**config.mk**
```make
export PLATFORM = sky130hd
export DESIGN_NAME = uart_rx_oversampled
export DESIGN_NICKNAME = d
export VERILOG_FILES = /design/src/rtl/uart_rx_oversampled.sv
export SDC_FILE = /design/constraint.sdc
export NUM_CORES = 1
export LEC_CHECK = 0
export CORE_MARGIN = 2
export CORE_UTILIZATION = 30
export CTS_CLUSTER_SIZE = 25
export DETAILED_ROUTE_END_ITERATION = 6
export HOLD_SLACK_MARGIN = 0.15
export PLACE_DENSITY = 0.58
export SKIP_CTS_REPAIR_TIMING = 1
export SKIP_LAST_GASP = 1
export SYNTH_ARGS = -nofsm -noshare
export SYNTH_HDL_FRONTEND = slang
export SYNTH_SLANG_ARGS = --single-unit
export TNS_END_PERCENT = 100
```
**constraint.sdc**
```tcl
create_clock -name in_clk -period 1.8 [get_ports in_clk]
set_input_delay 0.36 -clock in_clk [delete_from_list [all_inputs] [get_ports in_clk]]
set_output_delay 0.36 -clock in_clk [all_outputs]
set_load 0.1 [all_outputs]
```
**src/rtl/uart_rx_oversampled.sv**
```systemverilog
// UART receiver paced by an oversampling tick; 2-flop rx synchroniser,
// mid-bit start validation, 3-sample majority vote per bit, optional parity.
// Ports:
//   in_clk      system clock, rising edge
//   rst         asynchronous active-low reset
//   baud_tick   1-cycle pulse, OVERSAMPLE per bit period
//   rx          asynchronous serial line, idle high
//   data        last received word (LSB first on the line)
//   data_valid  1-cycle strobe per completed frame
//   parity_err  parity mismatch, qualified by data_valid
//   frame_err   stop bit sampled low, qualified by data_valid
//   busy        high from accepted start edge until return to idle
module uart_rx_oversampled #(
    parameter int DATA_BITS  = 8,
    parameter int PARITY     = 0,
    parameter int OVERSAMPLE = 16
) (
    input  logic                 in_clk,
    input  logic                 rst,
    input  logic                 baud_tick,
    input  logic                 rx,
    output logic [DATA_BITS-1:0] data,
    output logic                 data_valid,
    output logic                 parity_err,
    output logic                 frame_err,
    output logic                 busy
);

    localparam int CW = $clog2(OVERSAMPLE);
    localparam int IW = $clog2(DATA_BITS + 1);

    localparam logic [CW-1:0] MID  = CW'(OVERSAMPLE / 2 - 1);
    localparam logic [CW-1:0] SMP0 = CW'(OVERSAMPLE - 3);
    localparam logic [CW-1:0] SMP1 = CW'(OVERSAMPLE - 2);
    localparam logic [CW-1:0] LAST = CW'(OVERSAMPLE - 1);
    localparam logic [IW-1:0] LAST_BIT = IW'(DATA_BITS - 1);

    typedef enum logic [2:0] {
        S_IDLE,
        S_START,
        S_DATA,
        S_PAR,
        S_STOP
    } state_t;

    state_t               state;
    logic                 rx_m;
    logic                 rx_s;
    logic [CW-1:0]        cnt;
    logic [IW-1:0]        idx;
    logic                 armed;
    logic [DATA_BITS-1:0] shreg;
    logic                 par_acc;
    logic                 smp_a;
    logic                 smp_b;
    logic                 perr_i;
    logic                 ferr_i;
    logic                 done;
    logic                 vote;
    logic                 par_exp;

    // The third sample is the live synchronised line at the last tick.
    assign vote    = (smp_a & smp_b) | (smp_a & rx_s) | (smp_b & rx_s);
    assign par_exp = par_acc ^ (PARITY == 2);

    always_ff @(posedge in_clk or negedge rst) begin
        if (!rst) begin
            rx_m <= 1'b1;
            rx_s <= 1'b1;
        end else begin
            rx_m <= rx;
            rx_s <= rx_m;
        end
    end

    always_ff @(posedge in_clk or negedge rst) begin
        if (!rst) begin
            state      <= S_IDLE;
            cnt        <= '0;
            idx        <= '0;
            armed      <= 1'b1;
            shreg      <= '0;
            par_acc    <= 1'b0;
            smp_a      <= 1'b0;
            smp_b      <= 1'b0;
            perr_i     <= 1'b0;
            ferr_i     <= 1'b0;
            done       <= 1'b0;
            data       <= '0;
            data_valid <= 1'b0;
            parity_err <= 1'b0;
            frame_err  <= 1'b0;
            busy       <= 1'b0;
        end else begin
            // Frame results are published one clock after the stop tick,
            // independent of whether the next tick has arrived.
            done       <= 1'b0;
            data_valid <= done;
            if (done) begin
                data       <= shreg;
                parity_err <= perr_i;
                frame_err  <= ferr_i;
            end

            if (baud_tick) begin
                cnt <= (cnt == LAST) ? '0 : cnt + 1'b1;
                if (cnt == SMP0) smp_a <= rx_s;
                if (cnt == SMP1) smp_b <= rx_s;

                unique case (state)
                    S_IDLE: begin
                        cnt <= '0;
                        if (rx_s) begin
                            armed <= 1'b1;
                        end else if (armed) begin
                            state   <= S_START;
                            busy    <= 1'b1;
                            perr_i  <= 1'b0;
                            ferr_i  <= 1'b0;
                            par_acc <= 1'b0;
                        end
                    end

                    S_START: begin
                        if (cnt == MID) begin
                            cnt <= '0;
                            if (rx_s) begin
                                state <= S_IDLE;
                                busy  <= 1'b0;
                            end else begin
                                state <= S_DATA;
                                idx   <= '0;
                            end
                        end
                    end

                    S_DATA: begin
                        if (cnt == LAST) begin
                            shreg   <= {vote, shreg[DATA_BITS-1:1]};
                            par_acc <= par_acc ^ vote;
                            idx     <= idx + 1'b1;
                            if (idx == LAST_BIT) begin
                                state <= (PARITY != 0) ? S_PAR : S_STOP;
                            end
                        end
                    end

                    S_PAR: begin
                        if (cnt == LAST) begin
                            if (vote != par_exp) perr_i <= 1'b1;
                            state <= S_STOP;
                        end
                    end

                    S_STOP: begin
                        if (cnt == LAST) begin
                            // A low stop bit may be a break; require the
                            // line to go high before the next start.
                            if (!vote) begin
                                ferr_i <= 1'b1;
                                armed  <= 1'b0;
                            end
                            state <= S_IDLE;
                            busy  <= 1'b0;
                            done  <= 1'b1;
                        end
                    end

                    default: begin
                        state <= S_IDLE;
                        busy  <= 1'b0;
                    end
                endcase
            end
        end
    end

endmodule

```
After elaboration in Yosys (flattened, before gate mapping)
Index checks and enable logic that the tools add are counted.
{"block": "classes", "bitwise_logic": 7, "n_addsub": 2, "eq_ne": 22, "reduce_logical": 16, "muxes": 39}
{"operator": "inequality test 2 bit, second input constant", "count": 12}
{"operator": "two-way mux 3 bit", "count": 7}
{"operator": "two-way mux 4 bit", "count": 5}
{"operator": "two-way mux 1 bit", "count": 18}
{"operator": "case mux 4 bit (2 select lines)", "count": 2}
{"operator": "case mux 3 bit (5 select lines)", "count": 1}
{"operator": "AND reduction 5 bit", "count": 3}
{"operator": "equality test 4 bit, second input constant", "count": 3}
{"operator": "AND reduction 6 bit", "count": 2}
{"operator": "adder 4 x 1 -> 4 bit, second input constant", "count": 2}
{"operator": "equality test 4 x 3 -> 1 bit, second input constant", "count": 2}
{"operator": "case mux 1 bit (2 select lines)", "count": 4}
{"operator": "AND reduction 8 bit", "count": 1}
{"operator": "nonzero test 2 bit", "count": 4}
{"operator": "AND reduction 7 bit", "count": 1}
{"operator": "equality test 3 x 2 -> 1 bit, second input constant", "count": 2}
{"operator": "case mux 1 bit (4 select lines)", "count": 1}
{"operator": "AND reduction 2 bit", "count": 2}
{"operator": "bitwise AND 1 bit", "count": 3}
{"operator": "equality test 3 x 1 -> 1 bit, second input constant", "count": 1}
{"operator": "equality test 3 bit, second input constant", "count": 1}
{"operator": "logical NOT 3 bit", "count": 1}
{"operator": "AND reduction 3 bit", "count": 1}
{"operator": "two-way mux 2 bit", "count": 1}
{"operator": "other kinds (5)", "count": 6}
{"block": "word_totals", "ff_bits": 40, "output_inout_bits": 12, "word_cells": 104, "inputBits": 4}

Depth between registers and ports, before layout
{"block": "depth", "ltp_word": 7, "mapped_depth": 6, "depth_no_buf": 5}

Least setup slack after synthesis
No wires, ideal clock.
{"block": "synth_timing", "kind": "flip-flop to flip-flop", "start": "register cnt[0]", "end": "register state[1]", "period_less_slack_ns": 1.693, "required_time_ns": 1.672, "t_arrival_ns": 1.566, "n_path_buf": 1, "path_stages_with_launch": 7, "slack_ns": 0.107, "path_cell_list": "dfrtp_1 > ha_1 > and3_1 > buf_4 > o21ai_2 > a211oi_2 > mux2_1"}
{"block": "synth_between", "elab_chain_cells": 3, "elab_cells_between_ends": 7, "classes_between": "eq/ne: 6; reduce/logical: 1"}
{"item": "start: declaration", "line": "49", "text": "logic [CW-1:0] cnt;"}
{"item": "start signal: assignment", "line": "106", "text": "cnt <= (cnt == LAST) ? '0 : cnt + 1'b1;"}
{"item": "equality test 4 bit / equality test 4 x 3 -> 1 bit (equally long branches)"}
{"item": "inequality test 2 bit (no line)"}
{"item": "AND reduction 8 bit (no line) (*)"}
{"item": "end signal: assignment", "line": "143", "text": "state <= (PARITY != 0) ? S_PAR : S_STOP;"}
{"item": "end: declaration", "line": "46", "text": "state_t state;"}
Mark *: on every way between the ends. The rest lies on a longest branch, timed or not.
A chain may end at the register's enable or synchronous reset.

Final worst setup path
{"block": "layout_timing", "start": "register cnt[1]", "end": "register state[1]"}
Same word-level chain as after synthesis.

==> impl_metrics.py <==
metrics = {
    "floorplanning": {
        "die_y_microns": 83.57,
        "initial_utilization_pct": 31.52,
        "die_w_microns": 83.57,
        "core-area_sq_mm": 0.006026,
        "rows": 28,
        "io-pin-count": 16,
        "dieArea_sq_mm": 0.006984,
    },
    "final_layout": {
        "antennaDiodeCount": 0,
        "fill_cells": 582,
        "drive_gt1_share_pct": 38.10,
        "area_growth_pct": 31.62,
        "final_common_cell": "dfrtp_1",
        "final_cell_mix": "dfrtp_1, buf_4, mux2_2, buf_12",
        "final_nets": 196,
    },
    "synthesis": {
        "synth-simple-area-share_pct": 11.86,
        "ys_top_cells_by_area": "dfrtp_1, mux2_2, dfstp_2",
        "syn_nets": 160,
        "synth-seq-area-share_pct": 52.90,
        "postSynth.asyncResetShare_pct": 100.0,
        "synth_edf_count": 0,
        "synthAdderAreaFrac_pct": 3.162,
        "netlist_instances": 152,
        "synth_compound_area_share_pct": 12.19,
        "synthFlopType": "dfrtp_1",
        "netlist_area_sq_mm": 0.001899,
        "syn_area_per_cell_sq_um": 12.50,
        "ys_seq_elements": 40,
        "synth_top_family_by_area": "multiplexers",
        "ys_warn_count": 0,
        "synth_xor_area_share_pct": 1.383,
        "synthMuxAreaShare_pct": 14.36,
        "post-synth-top-area-cell": "dfrtp_1",
        "synthDistinctLibCells": 49,
        "synth_top_area_share_pct": 48.75,
    },
    "timing": {
        "finalWorstSetupSlack_ps": 83.02,
        "period_share_pct": 95.39,
        "min_period_ps": 1717,
        "hold_viol": 0,
        "drv_slew": 0,
        "skew_ps": 8.357,
        "tightestPinTransition_ps": 506.8,
        "max-slew-margin-rel_pct": 66.21,
        "setup_tns_ps": 0,
        "rsz0062_at_grt": "yes",
        "setup_viol": 0,
        "fmax_mhz": 582.4,
    },
    "clock_network": {
        "cts_tree": "yes",
        "clockBufferDepth": 2,
        "root_buffer": "clkbuf_8",
        "clkTransAtPathRegs_ps": 70,
        "clock_sinks": 40,
        "worst_skew_pair.late_latency_ps": 290,
        "htree_levels": 2,
        "cts_buffers": 5,
    },
    "setup_path": {
        "path_max_fanout": 5,
        "crit_chain": "ha_2 > and3_2 > o21ai_2 > a211oi_2 > mux2_1",
        "critPathArrivalTime_ps": 1880,
        "crit_slowest_cell": "dfrtp_1",
        "cp.required_ps": 1960,
        "path_class": "flip-flop to flip-flop",
        "crit_path_start_kind": "flip-flop",
        "critical-path-max-stage-delay_ps": 380,
        "cp-end-kind": "flip-flop",
    },
    "route": {
        "drtIter0Drc": 52,
        "dr.pass1.iters": 3,
        "post_drt_wl_per_cell_microns": 13.07,
        "wl_mm": 3.451,
        "drc": 0,
        "vias": 1257,
        "vias_per_cell": 4.761,
        "postRouteAntennaNets": 0,
    },
    "global_route": {
        "grt_max_degree": 23,
        "grt_pass1_wl_mm": 6.120,
        "track_usage_pct": 10.85,
        "grt_antenna_before_repair": 0,
        "first_global_vias": 1276,
        "grt-ovfl-total": 0,
    },
    "pwr": {
        "pwr-share-clk_pct": 26.6,
        "power_frac_comb_pct": 31.7,
        "power_density_mw_per_mm2": 1070,
        "p_int_mw": 1.814,
        "swShare_pct": 32.20,
        "net-switching-power_uw": 861.4,
        "p_leak_nw": 1.163,
        "irDropWorstVdd_uv": 877.6,
        "seq_power_share_pct": 41.6,
    },
    "placement": {
        "place_congestion": 0.8117,
        "io_buffers": 15,
        "pre_cts_ws_ps": -46.73,
        "hpwlAfterDp_mm": 2.559,
    },
    "flow_run": {
        "cap_violations": 0,
    },
    "min_path": {
        "hold_path_class": "flip-flop to flip-flop",
    },
    "status": {
        "status": "finished clean",
    },
}
## power groups by stage
| stage | clock network [mW] | logic (mW) | registers [mW] |
|---|---|---|---|
| 5_1_grt | 0.782 | 0.944 | 1.13 |
| 3_3_place_gp | 0 | 0.835 | 1.13 |
| 3_5_place_dp | 0 | 0.848 | 1.13 |
| 2_1_floorplan | 0 | 0.512 | 1.18 |
| 6_report | 0.712 | 0.849 | 1.11 |
| 4_1_cts | 0.738 | 0.849 | 1.11 |
## cell type report
cell class	count	area (sq um)	area share, %
clock inverter	2	35.03	1.401
clock buffer	6	72.57	2.903
timing repair buffer	37	445.4	17.82
multi-input combinational	98	825.8	33.03
sequential	40	1005	40.19
tap	75	93.84	3.754
inverter	6	22.52	0.9009
## kinds of logic (layout without fill, tap and decap cells)
logic type | count (synthesis) | after routing
simple gates | 37 | 37
compound gates | 29 | 29
buf+inv | 14 | 51
flops | 40 | 40
xor+xnor | 3 | 3
fa+ha+maj | 5 | 5
mux | 24 | 24
## synth_stat cells, drive strengths merged (2+ instances only)
| cell type | instances |
|---|---|
| and3 | 3 |
| o21ai | 5 |
| mux2 | 23 |
| dfrtp | 37 |
| nor3b | 3 |
| nor4b | 2 |
| nor2b | 2 |
| o22ai | 2 |
| xnor2 | 2 |
| nand3 | 2 |
| nand2 | 6 |
| nor3 | 4 |
| nand2b | 2 |
| a22o | 2 |
| o31ai | 3 |
| ha | 4 |
| nand3b | 3 |
| o41ai | 2 |
| nor2 | 4 |
| inv | 6 |
| or3 | 2 |
| a21oi | 4 |
| o21a | 3 |
| dfstp | 3 |
| buf | 7 |
## metal layers
metal | track usage [%] | wire length, microns | vias up
met5 | 0 | 0 | -
met4 | 3.959 | 37 | 0
met3 | 3.066 | 91 | 5
met2 | 16.80 | 1522 | 12
met1 | 14.46 | 1800 | 614
li1 | - | - | 626
## registers in the layout, summed over array words and instances (netlist names)
signal / flops
data: 8
shreg: 8
cnt: 4
idx: 4
state: 3
armed: 1
busy: 1
data_valid: 1
done: 1
ferr_i: 1
frame_err: 1
par_acc: 1
parity_err: 1
perr_i: 1
rx_m: 1
rx_s: 1
smp_a: 1
smp_b: 1
## worst max-delay path, delay by kind of cell (launching register included)
kind	cells	cell delay (ps)
DFF	1	380
and+or+nand+nor	1	260
muxes	1	350
adders and majority gates	1	240
AOI/OAI and AO/OA	2	370
## final timing paths
| kind | start | to | slack (ps) | cells past startpoint |
|---|---|---|---|---|
| worst max-delay path | cnt[1] | state[1] | 80 | 5 |
| worst min-delay path | rx_m | rx_s | 360 | 0 |
| worst max register to register | cnt[1] | state[1] | 80 | 5 |
| worst min register to register | rx_m | rx_s | 360 | 0 |
| max in group asynchronous | rst | armed | 610 | 3 |
| min in group asynchronous | rst | idx[3] | 570 | 2 |
## stage by stage
step	hold WS (ps)	area (sq um)	utilization (%)	std cells	power, mW
finish	362.4	2500	41.49	264	2.675
global route	372.5	2500	41.49	264	2.857
CTS	50.72	2480	41.15	263	2.698
detailed placement	354.0	2372	39.37	255	1.977
global placement	346.5	2372	39.37	255	1.961
floorplan	64.41	1899	-	152	1.695
Power figures use the tool's default switching activity.
